File: src/rtl/noteid2freq_mc.sv
// Multi-channel note-ID to frequency converter: scans the channels round-robin and
// recomputes a channel's frequency by iterated fixed-point semitone multiplication.
module noteid2freq_mc #(
  parameter int CHANNELS = 4,
  parameter int NOTE_W   = 8,
  parameter int FREQ_W   = 16,
  parameter int FRAC     = 10,
  parameter int C0_FX    = 8372,
  parameter int RATIO_FX = 1085,
  parameter int TRANS_W  = 6,
  parameter int MAX_NOTE = 127
) (
  input  logic                         clk,
  input  logic                         rst_n,
  input  logic [CHANNELS*NOTE_W-1:0]   noteid,
  input  logic [TRANS_W-1:0]           transpose,
  output logic [CHANNELS*FREQ_W-1:0]   freq,
  output logic [CHANNELS-1:0]          freq_valid,
  output logic                         busy
);

  localparam int PTR_W = (CHANNELS > 1) ? $clog2(CHANNELS) : 1;
  localparam int SW    = ((NOTE_W > TRANS_W) ? NOTE_W : TRANS_W) + 2;
  localparam int AW    = FREQ_W + FRAC + 1;
  localparam int RW    = $clog2(RATIO_FX + 1);
  localparam int PRW   = AW + RW;
  localparam logic [AW-1:0] SAT_ACC = {1'b1, {(AW-1){1'b0}}};

  typedef enum logic [1:0] {
    SCAN = 2'd0,
    MUL  = 2'd1,
    DONE = 2'd2
  } state_t;

  function automatic logic [SW-1:0] clamp_note(input logic signed [SW-1:0] s);
    logic [SW-1:0] r;
    if (s[SW-1] == 1'b1 || s == '0) begin
      r = SW'(1);
    end else if (s > SW'(MAX_NOTE)) begin
      r = SW'(MAX_NOTE);
    end else begin
      r = s;
    end
    return r;
  endfunction

  // One semitone step; the accumulator parks at SAT_ACC instead of wrapping.
  function automatic logic [AW-1:0] mul_step(input logic [AW-1:0] a);
    logic [PRW-1:0] p;
    logic [AW-1:0]  r;
    p = (PRW'(a) * PRW'(RATIO_FX)) >> FRAC;
    if (p > PRW'(SAT_ACC)) begin
      r = SAT_ACC;
    end else begin
      r = p[AW-1:0];
    end
    return r;
  endfunction

  function automatic logic [FREQ_W-1:0] sat_freq(input logic [AW-1:0] a);
    logic [AW-1:0]     q;
    logic [FREQ_W-1:0] r;
    q = a >> FRAC;
    if (|q[AW-1:FREQ_W]) begin
      r = {FREQ_W{1'b1}};
    end else begin
      r = q[FREQ_W-1:0];
    end
    return r;
  endfunction

  function automatic logic [PTR_W-1:0] next_ptr(input logic [PTR_W-1:0] p);
    logic [PTR_W-1:0] r;
    if (p == PTR_W'(CHANNELS - 1)) begin
      r = '0;
    end else begin
      r = p + PTR_W'(1);
    end
    return r;
  endfunction

  state_t             state_r;
  logic [PTR_W-1:0]   ptr_r;
  logic [NOTE_W-1:0]  last_note_r [CHANNELS];
  logic [CHANNELS-1:0] stale_r;
  logic [TRANS_W-1:0] last_trans_r;
  logic [AW-1:0]      acc_r;
  logic [SW-1:0]      cnt_r;
  logic [SW-1:0]      eff_r;

  logic [NOTE_W-1:0]  cur_note_s;
  logic               dirty_s;
  logic               trans_chg_s;
  logic signed [SW-1:0] sum_s;
  logic [SW-1:0]      eff_s;

  // Decode the channel under the scan pointer and its clamped effective note.
  always_comb begin
    cur_note_s  = noteid[int'(ptr_r)*NOTE_W +: NOTE_W];
    dirty_s     = (cur_note_s != last_note_r[ptr_r]) || stale_r[ptr_r];
    trans_chg_s = (transpose != last_trans_r);
    sum_s       = $signed(SW'(cur_note_s)) +
                  $signed({{(SW-TRANS_W){transpose[TRANS_W-1]}}, transpose});
    eff_s       = clamp_note(sum_s);
  end

  // Scan / multiply / post sequencer with registered outputs.
  always_ff @(posedge clk or negedge rst_n) begin
    if (!rst_n) begin
      state_r      <= SCAN;
      ptr_r        <= '0;
      stale_r      <= '0;
      last_trans_r <= '0;
      acc_r        <= '0;
      cnt_r        <= '0;
      eff_r        <= '0;
      freq         <= '0;
      freq_valid   <= '0;
      busy         <= 1'b0;
      for (int k = 0; k < CHANNELS; k++) begin
        last_note_r[k] <= '0;
      end
    end else begin
      freq_valid <= '0;
      // A transpose change invalidates every channel, including the one in flight.
      if (trans_chg_s) begin
        stale_r      <= '1;
        last_trans_r <= transpose;
      end
      case (state_r)
        SCAN: begin
          if (!trans_chg_s) begin
            if (dirty_s) begin
              last_note_r[ptr_r] <= cur_note_s;
              stale_r[ptr_r]     <= 1'b0;
              if (cur_note_s == '0) begin
                freq[int'(ptr_r)*FREQ_W +: FREQ_W] <= '0;
                freq_valid[ptr_r] <= 1'b1;
                ptr_r             <= next_ptr(ptr_r);
              end else begin
                acc_r   <= AW'(C0_FX);
                cnt_r   <= SW'(1);
                eff_r   <= eff_s;
                state_r <= MUL;
                busy    <= 1'b1;
              end
            end else begin
              ptr_r <= next_ptr(ptr_r);
            end
          end
        end
        MUL: begin
          acc_r <= mul_step(acc_r);
          cnt_r <= cnt_r + SW'(1);
          if (cnt_r >= eff_r) begin
            state_r <= DONE;
          end
        end
        DONE: begin
          freq[int'(ptr_r)*FREQ_W +: FREQ_W] <= sat_freq(acc_r);
          freq_valid[ptr_r] <= 1'b1;
          ptr_r             <= next_ptr(ptr_r);
          state_r           <= SCAN;
          busy              <= 1'b0;
        end
        default: begin
          state_r <= SCAN;
          busy    <= 1'b0;
        end
      endcase
    end
  end

endmodule

File: config.mk
export PLATFORM = sky130hd
export DESIGN_NAME = noteid2freq_mc
export DESIGN_NICKNAME = d
export VERILOG_FILES = /design/src/rtl/noteid2freq_mc.sv
export SDC_FILE = /design/constraint.sdc
export NUM_CORES = 1
export LEC_CHECK = 0
export CORE_ASPECT_RATIO = 2
export CORE_MARGIN = 2
export CORE_UTILIZATION = 40
export DETAILED_ROUTE_END_ITERATION = 12
export PLACE_DENSITY = 0.66
export REMOVE_ABC_BUFFERS = 1
export SLEW_MARGIN = 25
export SYNTH_ARGS = -nofsm -noshare
export SYNTH_HDL_FRONTEND = slang
export SYNTH_SLANG_ARGS = --single-unit
export TNS_END_PERCENT = 30
File: constraint.sdc
create_clock -name clk -period 9.4 [get_ports clk]
set_input_delay 1.88 -clock clk [delete_from_list [all_inputs] [get_ports clk]]
set_output_delay 1.88 -clock clk [all_outputs]
set_load 0.05 [all_outputs]
==> flow_metrics.env <==
export IMPL_outcome="finished clean"
export IMPL_cts_tree="done"
export IMPL_finalCriticalPeriod_ps=6930
export IMPL_num_fill_cells=2946
export IMPL_grt_pass1_vias=10701
export IMPL_top_layer_used="met4"
export IMPL_hpwl_um=29800
export IMPL_postCtsHoldBufs=0
export IMPL_drt_met1_wl_um=12100
export IMPL_start_util_pct=40.3
export IMPL_startpoint="acc_r[12]"
export IMPL_wl_per_cell_um=21.1
export IMPL_post_route_util_pct=46.8
export IMPL_cts_resized=0
export IMPL_grt_pass1_wl_um=58400
export IMPL_rsz0062_at_grt="false"
export IMPL_synthesis_area_sq_um=12900
export IMPL_cp_slowest_cell="dfrtp_1"
export IMPL_num_rows=93
export IMPL_ys_ff_latch=162
export IMPL_critical_path_class="flip-flop to flip-flop"
export IMPL_synth_yosys_seq_area_share_pct=31.4
export IMPL_overflow=0
export IMPL_path_cells="fa_1 > ha_1 > fa_1 > fa_1 > inv_1 > fa_1 > inv_1 > ha_1 > a21oi_1 > o21ai_1 > a221o_1 > a211oi_2 > xor2_1 > o311ai_0 > or4_4 > nor4_4 > a311oi_2 > a211oi_1"
export IMPL_synth_top_cells_by_area="dfrtp_1, ha_1, fa_1"
export IMPL_clock_root_buffer="clkbuf_16"
export IMPL_max_freq_mhz=144
export IMPL_synth_cells=1230
export IMPL_drt_first_iter_violations=639
export IMPL_worstPathArrival_ps=7280
export IMPL_hold_violations=0
export IMPL_yosysWarnings=0
export IMPL_core_area_sq_um=32000
export IMPL_ant_nets=0
export IMPL_final_cells=1754
export IMPL_crit_end="acc_r[7]"
export IMPL_grt_max_degree=85
export IMPL_post_cts_setup_buffers=0
export IMPL_synth_edff_count=0
export IMPL_place_inst=1722
export IMPL_drt_total_wl_um=37000
export IMPL_cts_made_buffers=17
export IMPL_async_flop_share_pct=100
export IMPL_crit_top_cell="fa_1"
export IMPL_drc_errors=0
export IMPL_yosysTopAreaCell="dfrtp_1"
export IMPL_antenna_found_initial=0
export IMPL_die_w_um=131
export IMPL_diodes=0
export IMPL_io_pins=109
export IMPL_die_y_um=258
export IMPL_clk_pin_slew_worst_paths_ps=70
export IMPL_reg2reg_slack_ps=2470
export IMPL_drive_above_1_share_pct=8.36
export IMPL_grt_use_total_pct=22.9
export IMPL_slew_headroom_pct=45.1
export IMPL_endpoint_kind="flip-flop"
export IMPL_cp_required_ps=9750
export IMPL_r2r_end="acc_r[7]"
export IMPL_r2r_cells=18
export IMPL_io_buffers=108
export IMPL_area_growth_pct=16.0
export IMPL_cts_sinks=162
export IMPL_clock_path_buffers=2
export IMPL_vias=9815
export IMPL_yosys_area_top_type_share_pct=31.4
export IMPL_skew_ps=9.44
export IMPL_final_common_cell="dfrtp_1"
export IMPL_gp_congestion=0.943
export IMPL_firstDrtPassIters=5
export IMPL_htree_levels=4
export IMPL_setup_violations=0
export IMPL_fin_tns_setup_ps=0
export IMPL_avgViaCountPerCell=5.60
export IMPL_final_cell_mix="dfrtp_1, ha_1, nand2_1"
export IMPL_routed_wl_met3_um=1010
export IMPL_maxCapViolCount=0
export IMPL_synth_ff_type="dfrtp_1"
export IMPL_tightest_slew_ps=824
export IMPL_start_kind="flip-flop"
export IMPL_met2WireLength_um=21100
export IMPL_timing_rr_start="acc_r[12]"
export IMPL_synth_distinct_cells=74
export IMPL_critPathMaxStageDelay_ps=670
export IMPL_nNetsFinal=1603
export IMPL_postSynthAreaPerCell_sq_um=10.5
export IMPL_hold_class="flip-flop to flip-flop"
export IMPL_critPathMaxFanout=8
export IMPL_finalCritPeriodShare_pct=73.7
export IMPL_clk_latency_ps=450
export IMPL_report_final_slew_viol_count=0
export IMPL_die_area_sq_um=33800
worst min-delay path by stage:
stage	end	startpoint	cells after the start	slack, ps
after global routing	freq[2]	freq[2]	2	510
after global placement	last_note_r[31]	last_note_r[31]	2	460
after CTS	freq[29]	freq[29]	2	480
after floorplan	last_note_r[15]	last_note_r[15]	2	440
final	freq[29]	freq[29]	2	470
after detailed placement	freq[29]	freq[29]	2	460
critical path: cells and delay by family, from the launching register on:
family | cells | cell delay, ps
adder cells (fa/ha/maj) | 6 | 2740
AO/OA/AOI/OAI | 7 | 2010
AND/OR/NAND/NOR | 2 | 970
flip-flops | 1 | 670
XOR/XNOR | 1 | 320
buffers and inverters | 2 | 110
layout make-up:
| cell class | count | area, sq um | share of cell area (%) |
|---|---|---|---|
| clock inverters | 15 | 181 | 1.21 |
| well taps | 427 | 534 | 3.57 |
| inverters | 129 | 484 | 3.24 |
| flip-flops and latches | 162 | 4050 | 27.1 |
| repair buffers | 113 | 1120 | 7.51 |
| clock buffers | 17 | 425 | 2.84 |
| multi-input cells | 891 | 8160 | 54.5 |
cells in the mapped netlist, drive strengths merged (3+ instances only):
library cell  number
nor3b              3
o41ai              3
nand2            132
nor4               8
nor2              62
o211ai             3
inv              128
nand3             11
mux4              17
o22ai              9
a31o               3
ha               154
clkbuf            31
and4               7
o21bai             6
a21o              17
o21a               7
and2               5
xor2              24
nor3              12
dfrtp            162
a221o              3
or3                4
o31ai             58
nand4             10
a21oi             48
a31oi              9
mux2              29
fa                95
and3               7
buf               17
o21ai             53
a211oi            15
or4                4
or2                6
a32o              14
xnor2             25
nor2b              5
metal layers:
| metal | vias up | GRT usage (%) |
|---|---|---|
| met2 | 270 | 44.5 |
| met1 | 4927 | 21.3 |
| met4 | 0 | 15.2 |
| met5 | - | 0 |
| li1 | 4490 | - |
| met3 | 128 | 2.61 |
kinds of logic (layout without fill, tap and decap cells):
family	count (synthesis)	after routing	share of synthesized area [%]
xor gates and xnor gates	49	49	3.33
muxes	47	47	5.58
AOI/OAI and AO/OA	264	264	14.4
DFF	162	162	31.4
and+or+nand+nor	282	282	10.2
adders and majority gates	249	249	29.7
buffers and inverters	177	274	5.42
metrics by stage:
stage / instance area (sq um) / hold WS (ps) / setup WS (ps)
detailed placement: 14300 / 465 / 2640
global placement: 14300 / 457 / 2650
CTS: 15000 / 480 / 2550
floorplan: 12700 / 445 / 3540
finish: 15000 / 474 / 2470
global route: 15000 / 505 / 2140
flip-flops by register name, summed over array words and instances (netlist names):
| signal | cells |
|---|---|
| acc_r | 27 |
| busy | 1 |
| cnt_r | 10 |
| eff_r | 10 |
| freq | 64 |
| freq_valid | 4 |
| last_note_r | 32 |
| last_trans_r | 6 |
| ptr_r | 2 |
| stale_r | 4 |
| state_r | 2 |
Power is left out: the tool's default activity adds up to more than one toggle a clock period on the data nets, which glitch-free logic cannot reach.
